[src/rtl/vm_vend_ctrl.sv]
// Vending machine transaction controller: accumulates coin credit, vends a selection,
// then pays change back one coin at a time, largest coin first.
module vm_vend_ctrl #(
    parameter int unsigned CREDIT_W   = 8,
    parameter int unsigned CREDIT_MAX = 200
) (
    input  logic                i_clk,
    input  logic                i_rst,
    input  logic                i_coin_valid,
    input  logic [1:0]          i_coin_val,
    input  logic                i_sel_valid,
    input  logic [CREDIT_W-1:0] i_sel_price,
    input  logic                i_cancel,
    input  logic                i_vend_ack,
    input  logic                i_change_ack,
    output logic [CREDIT_W-1:0] o_credit,
    output logic                o_busy,
    output logic                o_vend_req,
    output logic                o_change_req,
    output logic [1:0]          o_change_coin,
    output logic                o_coin_reject,
    output logic                o_insufficient
);

    typedef enum logic [1:0] {StIdle, StCredit, StVend, StChange} state_e;

    state_e              r_state;
    logic [CREDIT_W-1:0] r_credit;
    logic                r_busy;
    logic                r_vend_req;
    logic                r_change_req;
    logic [1:0]          r_change_coin;
    logic                r_coin_reject;
    logic                r_insufficient;

    logic [CREDIT_W:0]   w_coin_units;
    logic [CREDIT_W:0]   w_credit_sum;
    logic                w_coin_fits;
    logic [CREDIT_W-1:0] w_change_units;
    logic [CREDIT_W-1:0] w_credit_left;
    logic                w_sel_live;

    // Greedy change: 50 sen while at least 5 units remain, then 20 sen, then 10 sen.
    function automatic logic [1:0] greedy_coin(input logic [CREDIT_W-1:0] c);
        if (c >= CREDIT_W'(5)) return 2'd2;
        if (c >= CREDIT_W'(2)) return 2'd1;
        return 2'd0;
    endfunction

    always_comb begin
        w_coin_units = '0;
        unique case (i_coin_val)
            2'd0: w_coin_units = (CREDIT_W+1)'(1);
            2'd1: w_coin_units = (CREDIT_W+1)'(2);
            2'd2: w_coin_units = (CREDIT_W+1)'(5);
            2'd3: w_coin_units = (CREDIT_W+1)'(10);
        endcase
        w_credit_sum = {1'b0, r_credit} + w_coin_units;
        w_coin_fits  = (w_credit_sum <= (CREDIT_W+1)'(CREDIT_MAX));

        w_change_units = CREDIT_W'(1);
        if (r_change_coin == 2'd2) w_change_units = CREDIT_W'(5);
        else if (r_change_coin == 2'd1) w_change_units = CREDIT_W'(2);
        // Greedy coin never exceeds the remaining credit, so this cannot underflow.
        w_credit_left = r_credit - w_change_units;

        w_sel_live = i_sel_valid && (i_sel_price != '0);
    end

    always_ff @(posedge i_clk) begin
        if (i_rst) begin
            r_state        <= StIdle;
            r_credit       <= '0;
            r_busy         <= 1'b0;
            r_vend_req     <= 1'b0;
            r_change_req   <= 1'b0;
            r_change_coin  <= 2'd0;
            r_coin_reject  <= 1'b0;
            r_insufficient <= 1'b0;
        end else begin
            r_coin_reject  <= 1'b0;
            r_insufficient <= 1'b0;
            unique case (r_state)
                StIdle: begin
                    if (i_coin_valid) begin
                        if (w_coin_fits) begin
                            r_credit <= w_credit_sum[CREDIT_W-1:0];
                            r_state  <= StCredit;
                        end else begin
                            r_coin_reject <= 1'b1;
                        end
                    end
                end
                StCredit: begin
                    // Priority: cancel, then a live selection, then the coin.
                    if (i_cancel) begin
                        r_coin_reject <= i_coin_valid;
                        if (r_credit == '0) begin
                            r_state <= StIdle;
                        end else begin
                            r_state       <= StChange;
                            r_busy        <= 1'b1;
                            r_change_req  <= 1'b1;
                            r_change_coin <= greedy_coin(r_credit);
                        end
                    end else if (w_sel_live) begin
                        r_coin_reject <= i_coin_valid;
                        if (i_sel_price > r_credit) begin
                            r_insufficient <= 1'b1;
                        end else begin
                            r_credit   <= r_credit - i_sel_price;
                            r_state    <= StVend;
                            r_busy     <= 1'b1;
                            r_vend_req <= 1'b1;
                        end
                    end else if (i_coin_valid) begin
                        if (w_coin_fits) r_credit <= w_credit_sum[CREDIT_W-1:0];
                        else r_coin_reject <= 1'b1;
                    end
                end
                StVend: begin
                    r_coin_reject <= i_coin_valid;
                    if (i_vend_ack) begin
                        r_vend_req <= 1'b0;
                        if (r_credit != '0) begin
                            r_state       <= StChange;
                            r_change_req  <= 1'b1;
                            r_change_coin <= greedy_coin(r_credit);
                        end else begin
                            r_state <= StIdle;
                            r_busy  <= 1'b0;
                        end
                    end
                end
                StChange: begin
                    r_coin_reject <= i_coin_valid;
                    if (i_change_ack) begin
                        r_credit <= w_credit_left;
                        if (w_credit_left != '0) begin
                            r_change_coin <= greedy_coin(w_credit_left);
                        end else begin
                            r_state       <= StIdle;
                            r_busy        <= 1'b0;
                            r_change_req  <= 1'b0;
                            r_change_coin <= 2'd0;
                        end
                    end
                end
                default: r_state <= StIdle;
            endcase
        end
    end

    assign o_credit       = r_credit;
    assign o_busy         = r_busy;
    assign o_vend_req     = r_vend_req;
    assign o_change_req   = r_change_req;
    assign o_change_coin  = r_change_coin;
    assign o_coin_reject  = r_coin_reject;
    assign o_insufficient = r_insufficient;

endmodule

[config.mk]
export PLATFORM = sky130hd
export DESIGN_NAME = vm_vend_ctrl
export DESIGN_NICKNAME = d
export VERILOG_FILES = /design/src/rtl/vm_vend_ctrl.sv
export SDC_FILE = /design/constraint.sdc
export NUM_CORES = 1
export LEC_CHECK = 0
export CORE_MARGIN = 2
export CORE_UTILIZATION = 50
export DETAILED_ROUTE_END_ITERATION = 8
export GPL_TIMING_DRIVEN = 1
export PLACE_DENSITY_LB_ADDON = 0.15
export RECOVER_POWER = 50
export SETUP_SLACK_MARGIN = 0.3
export SLEW_MARGIN = 20
export SYNTH_ARGS = -nofsm -noshare
export SYNTH_HDL_FRONTEND = slang
export SYNTH_SLANG_ARGS = --single-unit
[constraint.sdc]
create_clock -name i_clk -period 3.9 [get_ports i_clk]
set_clock_uncertainty 0.15 [all_clocks]
set_input_delay 0.78 -clock i_clk [delete_from_list [all_inputs] [get_ports i_clk]]
set_output_delay 0.78 -clock i_clk [all_outputs]
set_load 0.05 [all_outputs]
==> results.toml, run 1 <==
[logic_synthesis]
synth_edf_count = 0
netlist_top_cells_count = "24 x inv_1, 21 x a21oi_1, 20 x ha_1"
syn_nets = 321
syn-instance-count = 281
synth_seq_cells = 17
async_reset_ff_share_pct = 0
netlist_top_cells_area = "dfxtp_1 16%, ha_1 12%, a21oi_1 4.9%"
yosysUniqueCellTypes = 61
netlist_area_um2 = 2130
yosysSeqAreaShare_pct = 16.0
synth-main-ff-cell = "dfxtp_1"
synth_most_common_cell = "inv_1"
yosysWarnings = 0
synth_top_area_cell = "dfxtp_1"
syn_avg_cell_area_um2 = 7.57
synth_top_area_share_pct = 16.0

[placement]
dpl_worst_slack_ns = 0.0826
gp_congestion = 0.960
post-dp-hpwl_mm = 4.79
port_buffers = 31

[grt]
grt_pass1_vias = 2136
grt_use_total_pct = 25.7
grt_pass1_wl_mm = 10.1
grt_max_degree = 17
grt_overflow_total = 0
antenna_found_initial = 0

[sta]
min_period_over_period_pct = 89.6
fmaxAchievable_mhz = 286
relSlewSlack_pct = 51.9
post-route-min-period_ns = 3.49
rsz0062_at_grt = "no"
worst-slew-pin-transition_ns = 0.719
finalSetupTns_ns = 0
setup_viol = 0
report.final.slew_viol_count = 0
timing_hold_violations_final = 0
setup_ws_ns = 0.407

[cts]
cts_tree = "done"
clk_pin_slew_ns = 0.07
cts_sinks = 17
cts_buffers = 3
cts_resized = 0
post_cts_buffers = 0
clk_path_buf_depth = 2
clock_latency_ns = 0.26
cts_root_buf = "clkbuf_8"
cts-hold-fix-buffers = 0
htreeDepth = 1

[route]
via_per_inst = 6.36
post_drt_wl_per_cell_um = 17.1
dr_total_vias = 2346
drt_wl_total_mm = 6.33
ant_nets = 0
drc_errors = 0
route.met2.wl_mm = 2.87
routed.top_layer = "met4"
drt-met1-wl_mm = 2.78
wl_met3_um = 548
initialDrtViolationCount = 279
first_pass_iters = 7

[die]
die_w_um = 69.2
dieArea_um2 = 4790
die_y_um = 69.2
ios = 32
core_um2 = 4060
start_util_pct = 52.4
num_rows = 23

[setup_path]
reg2reg_slack_ns = 0.64
crit_fanout = 4
required_ns = 3.92
worstPathArrival_ns = 3.52
worstSetupPathType = "primary input to flop"
cp-start-kind = "primary input"
critPathCaptureType = "flop"

[status]
status = "finished, final reports clean"

[power]
p_per_area_nw_per_um2 = 703
leakage_nw = 1.11
peakVddDrop_uv = 422

[worst_hold_path]
worstHoldPathType = "flop to flop"

[job]
drv_cap = 0

[layout]
n_antenna_cell = 0
fin_nets = 360
area_growth_pct = 23.7
drive_above_1_share_pct = 10.7
==> kinds of logic after synthesis <==
family | share of synthesized area, %
XOR/XNOR | 5.36
multiplexers | 2.12
flip-flops | 16.0
adder cells (fa/ha/maj) | 14.6
AND/OR/NAND/NOR | 23.2
buffers and inverters | 6.00
AO/OA/AOI/OAI | 32.7
==> layer usage <==
| metal | GRT usage [%] | vias to the layer above |
|---|---|---|
| met4 | 8.28 | 0 |
| met5 | 0 | - |
| met3 | 4.36 | 18 |
| li1 | - | 1139 |
| met2 | 40.7 | 118 |
| met1 | 35.4 | 1071 |
==> final timing paths <==
kind,cells past startpoint,from,end
worst max register to register,11,o_change_coin[1],r_state[1]
worst min register to register,2,o_change_req,o_change_req
worst max-delay path,12,i_coin_val[0],r_state[1]
worst min-delay path,2,o_change_req,o_change_req
==> through the flow <==
| step | hold WS [ns] | cell area, um^2 | total power [W] | std cells | util, % |
|---|---|---|---|---|---|
| 2_1_floorplan | 0.334 | 2130 | 0.00130 | 281 | - |
| 3_3_place_gp | 0.335 | 2550 | 0.00166 | 365 | 62.9 |
| 3_5_place_dp | 0.349 | 2550 | 0.00167 | 365 | 62.9 |
| 4_1_cts | 0.369 | 2600 | 0.00182 | 369 | 64.0 |
| 5_1_grt | 0.379 | 2630 | 0.00198 | 369 | 64.8 |
| 6_report | 0.351 | 2630 | 0.00185 | 369 | 64.8 |
==> final cells by class <==
| cell class | count | area, um^2 |
|---|---|---|
| fillers | 345 | 1430 |
| multi-input cells | 231 | 1690 |
| flip-flops and latches | 17 | 340 |
| repair buffers | 43 | 400 |
| inverters | 24 | 90.1 |
| clock buffers | 4 | 45.0 |
| well taps | 50 | 62.6 |
==> power breakdown <==
| group | switching, W | internal [W] | total (W) |
|---|---|---|---|
| sequential | 0.0000935 | 0.000223 | 0.000316 |
| clock | 0.0000703 | 0.0000727 | 0.000143 |
| combinational | 0.000814 | 0.000575 | 0.00139 |
| total | 0.000978 | 0.000871 | 0.00185 |
==> cells in the final DEF, fill, tap and decap left out, types with 4 or more instances in the layout <==
| master | instances |
|---|---|
| a211oi_1 | 5 |
| o21a_1 | 4 |
| a22oi_1 | 4 |
| dfxtp_1 | 17 |
| inv_1 | 24 |
| o21ai_1 | 4 |
| o211ai_1 | 4 |
| nand3_1 | 8 |
| dlygate4sd3_1 | 15 |
| or3_1 | 4 |
| o31a_1 | 4 |
| buf_4 | 12 |
| xnor2_1 | 10 |
| clkdlybuf4s50_1 | 16 |
| nor3_1 | 10 |
| ha_1 | 18 |
| o21ai_0 | 16 |
| nor2_1 | 17 |
| a21oi_1 | 19 |
| nor2b_1 | 4 |
| nand2b_1 | 12 |
| nand2_1 | 16 |
| and3_1 | 5 |
==> worst max-delay path: stages <==
cell	delay [ns]
clkdlybuf4s50_1	0.48
inv_1	0.05
ha_2	0.21
fa_2	0.41
a211o_1	0.29
o2111a_2	0.20
a31o_2	0.28
nand2_1	0.07
o21ai_1	0.11
buf_4	0.17
or3_1	0.34
a21oi_1	0.12
==> flip-flops by register name, indices dropped and copies added (netlist names) <==
| register | count |
|---|---|
| o_busy | 1 |
| o_change_coin | 2 |
| o_change_req | 1 |
| o_coin_reject | 1 |
| o_credit | 8 |
| o_insufficient | 1 |
| o_vend_req | 1 |
| r_state | 2 |
Power figures use the tool's default switching activity.
==> run 2, diff against run 1 <==
Clock period 3.9 ns to 3.79 ns, I/O delays scaled along.
==> run 2 against run 1 <==
Effect of this change:
- count of clock-buffer cells in the layout down 1
- largest cell class unchanged
- combinational power grew 6%
- sequential share of layout area down 0.36 points
- design area up 2.9%
- hold slack improved by 0.0024 ns
- total power up 5.8%
- wire length rose by 5.1%
- clock power rose by 3%
==> results.toml, run 2 (synthesis results as in run 1) <==
[layout]
final_common_cell = "inv_1"
multi_input_area_um2 = 1720
n_antenna_cell = 0
area_growth_pct = 27.3
final_cell_mix = "24 x inv_1, 20 x a21oi_1"
regArea_um2 = 340
fin_util_pct = 66.7
fillers = 345
largest_reg_flops = 8
drive_above_1_share_pct = 13.0
fin_nets = 365

[route]
initialDrtViolationCount = 314
drt_wl_total_mm = 6.65
ant_nets = 0
first_pass_iters = 5
dr_total_vias = 2400
drc_errors = 0
via_per_inst = 6.42
post_drt_wl_per_cell_um = 17.8

[setup_path]
required_ns = 3.81
cp-start-kind = "primary input"
crit_fanout = 5
worstPathArrival_ns = 3.43
worstSetupPathType = "primary input to flop"
critPathCaptureType = "flop"

[power]
peakVddDrop_uv = 415
leakage_nw = 1.16
p_per_area_nw_per_um2 = 723

[grt]
grt_pass1_vias = 2240
grt_max_degree = 17
grt_use_total_pct = 27.6
grt_pass1_wl_mm = 10.8
antenna_found_initial = 0
grt_overflow_total = 0

[sta]
setup_viol = 0
post-route-min-period_ns = 3.41
worst-slew-pin-transition_ns = 0.761
rsz0062_at_grt = "yes"
min_period_over_period_pct = 90.0
relSlewSlack_pct = 49.1
fmaxAchievable_mhz = 293
timing_hold_violations_final = 0
whs_ns = 0.353
report.final.slew_viol_count = 0

[worst_hold_path]
worstHoldPathType = "flop to flop"

[die]
die_w_um = 69.2
core_um2 = 4060
num_rows = 23
dieArea_um2 = 4790
start_util_pct = 52.4
die_y_um = 69.2
ios = 32

[cts]
clock_latency_ns = 0.27
htreeDepth = 1
cts_tree = "done"
clk_path_buf_depth = 2
clk_pin_slew_ns = 0.08
cts-hold-fix-buffers = 0
cts_buffers = 3
cts_root_buf = "clkbuf_8"
cts_sinks = 17

[job]
drv_cap = 0

[placement]
port_buffers = 31
gp_congestion = 0.940
post-dp-hpwl_mm = 4.99

[status]
status = "finished, final reports clean"
-- run 2: power by group --
part / total, W / internal, W / switching (W)
logic: 0.00148 / 0.000618 / 0.000858
registers: 0.000333 / 0.000229 / 0.000104
clock network: 0.000147 / 0.0000743 / 0.0000725
-- run 2: layout make-up --
| class | count | share of cell area, % |
|---|---|---|
| multi-input combinational | 231 | 63.7 |
| inverter | 24 | 3.33 |
| clock inverter | 1 | 0.278 |
| timing repair buffer | 48 | 16.3 |
| clock buffer | 3 | 1.53 |
| sequential | 17 | 12.6 |
| tap | 50 | 2.31 |
-- run 2: path summary, 6_finish.rpt --
check	slack, ns	to	from	cells after the start
worst max-delay path	0.38	o_credit[3]	i_coin_val[1]	10
worst max register to register	0.41	r_state[0]	o_change_coin[1]	11
worst min-delay path	0.35	o_change_req	o_change_req	2
worst min register to register	0.35	o_change_req	o_change_req	2
-- run 2: repair_timing --
action                     4_1_cts  5_1_grt
pin swaps                        2        5
resized for setup                4        9
setup endpoints to repair        2        9
setup buffers                    1        1
-- run 2: critical path, cell delays in order --
cell and delay (ns):
clkdlybuf4s50_1 0.46, nor2b_1 0.21, ha_4 0.25, and3_1 0.18, o2bb2ai_1 0.16, xor2_1 0.18, o31a_1 0.34, a21o_1 0.20
or4_4 0.42, a311oi_2 0.26
-- run 2: per-layer routing --
| layer | vias up | global-route usage [%] | wire [um] |
|---|---|---|---|
| met5 | - | 0 | 0 |
| met2 | 120 | 45.8 | 3050 |
| met1 | 1120 | 36.9 | 3000 |
| li1 | 1148 | - | - |
| met3 | 12 | 4.51 | 505 |
| met4 | 0 | 7.84 | 89 |
-- run 2: stage by stage --
step / std cells / worst slack (ns) / TNS, ns / total power, W / instance area [um^2]
global route: 374 / 0.160 / 0 / 0.00210 / 2710
CTS: 373 / 0.309 / 0 / 0.00192 / 2660
global placement: 368 / 0.0390 / 0 / 0.00173 / 2570
finish: 374 / 0.380 / 0 / 0.00196 / 2710
floorplan: 281 / 0.559 / 0 / 0.00134 / 2130
detailed placement: 368 / -0.0576 / -0.0753 / 0.00174 / 2570
==> edit 1 (settings of run 1) <==
Set the parameter `CREDIT_W` to 12 (it was 8).
--- a/src/rtl/vm_vend_ctrl.sv
+++ b/src/rtl/vm_vend_ctrl.sv
@@ -3,3 +3,3 @@
 module vm_vend_ctrl #(
-    parameter int unsigned CREDIT_W   = 8,
+    parameter int unsigned CREDIT_W   = 12,
     parameter int unsigned CREDIT_MAX = 200
Interface: changed (resized i_sel_price and o_credit); port bits go from 32 to 40. The function was not compared with the original's and may differ.
==> edit 1 against run 1 <==
Cell area up 31%; fmax increased by 1.8%; synthesized cell count rose by 33%; routed wire length increased by 42%; via count increased by 33%; area after synthesis up 31%; worst hold slack lost 0.037 ns; sequential cell count rose by 4; core utilization fell by 1.7 points; power grew 33%; die area is 29% higher; setup slack improved by 0.063 ns; highest routed layer unchanged.
==> edit 1: results (changes against run 1) <==
* Gr usage total at 0.303 (+0.0468)
* NumNets Final at 468 (+30%)
* Vias in the first global route at 3048 (+43%)
* Max reg flops at 12 (+4)
* Final Wtd Congestion at 0.997 (+3.9%)
* WL met2 at 3.96 mm (+38%)
* Ranking of synthesized cells by area: dfxtp_1 15%, ha_1 11%, nand2_1 4.4%, inv_1 4.3%, nor2_1 3.9%
* Cell Area, Placed at 3290 µm² (+29%)
* CP Max Fanout at 5 (+1)
* WL/cell at 18.3 µm (+6.7%)
* PortBufs at 39 (+26%)
* Rel. slew slack at 0.574 (+0.0549)
* XOR/XNOR Fraction of Synth Area at 0.0408 (-0.0128)
* Mean Syn Cell Area at 7.45 µm² (-1.6%)
* WP data arrival at 3.42 ns (-0.10 ns)
* Layout cells sized above 1 at 0.131 (+0.0247)
* Post-synthesis adder-cell area fraction at 0.129 (-0.0169)
* DR WL met3 at 635 µm (+16%)
* Met3 Track Usage GR at 0.0455 (+0.00185)
* Compound-Gate Fraction of Synth Area at 0.298 (-0.0287)
* Hpwl dp at 6.93 mm (+45%)
* Vias per Instance at 6.37 (+0.14%)
* Synthesized Nets at 423 (+32%)
* Top delay family on crit path: buffers and inverters
* Sw frac at 0.563 (+0.0338)
* Status: finished, final reports clean
* DRT Pass-1 Iters at 7 (unchanged)
* Iteration-0 DRC Markers at 282 (+1.1%)
* Wl on met1 at 3.99 mm (+43%)
* Vias at 3126 (+33%)
* Dpl ws at -0.00754 ns (-0.0902 ns)
* Power share of the clock group at 0.063 (-0.014)
* Sequential share of power at 0.166 (-0.005)
* Placed insts at 484 (+33%)
* Most frequent cells after synthesis: 33 x nand2_1, 32 x inv_1, 29 x nor2_1, 24 x ha_1, 21 x dfxtp_1
* First-pass GRT wire length at 15.0 mm (+48%)
* Leak at 1.45 nW (+31%)
* Mux cell area share after synthesis at 0.0309 (+0.00973)
* Power Internal at 1.07 mW (+23%)
## edit 1: changes by cell type after synthesis, sizes merged, moves of 5 or more
| cell | change |
|---|---|
| a211oi | +5 |
| inv | +8 |
| nand2 | +17 |
| nand3 | +10 |
| nor2 | +12 |
| o311ai | +5 |
## edit 1: path summary, 6_finish.rpt
check	start	depth (start not counted)	end	slack, ns
worst max-delay path	i_sel_price[2]	12	o_credit[7]	0.47
worst min-delay path	o_vend_req	2	o_vend_req	0.31
worst max register to register	o_change_coin[1]	11	r_state[0]	0.51
worst min register to register	o_vend_req	2	o_vend_req	0.31
## edit 1: what timing repair did
action	in CTS	in global routing
buffers inserted	0	3
resized for setup	1	20
pin swaps	0	5
endpoints found under the setup margin	3	15
## edit 1: layout make-up
cell class | count | area, µm²
Clock buffer | 3 | 41.3
Clock inverter | 1 | 5.00
Fill cell | 520 | 2000
Inverter | 32 | 120
Multi-Input combinational cell | 306 | 2240
Sequential cell | 21 | 420
Tap cell | 72 | 90.1
Timing Repair Buffer | 56 | 517
==> edit 2 (config.mk and constraints of run 1) <==
Made on the original files. Re-encode `state_e` (4 states) as one-hot, 4 bits wide.
--- a/src/rtl/vm_vend_ctrl.sv
+++ b/src/rtl/vm_vend_ctrl.sv
@@ -24,3 +24,3 @@
 
-    typedef enum logic [1:0] {StIdle, StCredit, StVend, StChange} state_e;
+    typedef enum logic [3:0] {StIdle = 4'b0001, StCredit = 4'b0010, StVend = 4'b0100, StChange = 4'b1000} state_e;
 
Formal check against the unedited RTL: no difference found for any inputs over 4 cycles, from zero or initial values and one cycle with i_rst high; so few cycles prove little.
==> edit 2 against run 1 <==
Power fell by 33%; core utilization fell by 2.4 points; worst hold slack got worse by 0.0030 ns; cell area rose by 5.5%; sequential cell count rose by 2; sequential share of layout area rose by 0.77 points; routed wire length fell by 2.3%; setup slack got worse by 0.011 ns; area after synthesis rose by 11%; largest power group unchanged.
==> edit 2: results (changes against run 1) <==
* R2R setup slack at 0.90 ns (+0.26 ns)
* Wl on met1 at 2.85 mm (+2.6%)
* Hpwl dp at 4.79 mm (+0.18%)
* DR WL met3 at 417 µm (-24%)
* First-pass GRT wire length at 10.2 mm (+0.54%)
* Mux cell area share after synthesis at 0.0127 (-0.00847)
* Status: finished, final reports clean
* R2r endpoint: o_credit[5]
* NumNets Final at 372 (+3.3%)
* #FFs+latches synth at 19 (+2)
* CP Max Fanout at 9 (+5)
* Gr usage total at 0.244 (-0.0129)
* Mean Syn Cell Area at 7.62 µm² (+0.68%)
* Vias at 2418 (+3.1%)
* Placed insts at 383 (+4.9%)
* Iteration-0 DRC Markers at 114 (-59%)
* Leak at 1.10 nW (-0.80%)
* WP data arrival at 3.50 ns (-0.02 ns)
* Met3 Track Usage GR at 0.0456 (+0.00198)
* Global Route met2 Usage at 0.397 (-0.0101)
* Met1 GRT Util at 0.334 (-0.0191)
* Library cells used by synthesis at 75 (+23%)
* Most frequent cells after synthesis: 25 x nor2_1, 20 x a21oi_1, 19 x dfxtp_1, 18 x inv_1, 17 x o21ai_0
* Compound-Gate Fraction of Synth Area at 0.313 (-0.0140)
* Vias in the first global route at 2220 (+3.9%)
* WL/cell at 15.9 µm (-7.0%)
-- edit 2: cell count changes in the layout (fill, tap and decap cells not counted), sizes merged, moves of 4 or more --
cell	delta
xnor2	-5
nor3	+5
buf	-6
nand2b	-4
nand3	+6
ha	-5
inv	-5
nor2b	+4
nor2	+9
-- edit 2: how the worst min path moves through the flow --
stage                 endpoint  slack (ns)  depth (start not counted)        from
global route        o_vend_req        0.37                          2  o_vend_req
floorplan           r_state[1]        0.47                          4  r_state[0]
finish              o_vend_req        0.35                          2  o_vend_req
CTS                 o_vend_req        0.35                          2  o_vend_req
global placement    o_vend_req        0.32                          2  o_vend_req
detailed placement  o_vend_req        0.33                          2  o_vend_req
-- edit 2: area by class of cell --
cell class	instances	area, µm²	area share
Tap cell	52	65.1	0.0235
Timing Repair Buffer	37	355	0.128
Multi-Input combinational cell	257	1860	0.669
Inverter	19	71.3	0.0257
Clock inverter	1	5.00	0.00180
Clock buffer	3	41.3	0.0149
Sequential cell	19	380	0.137
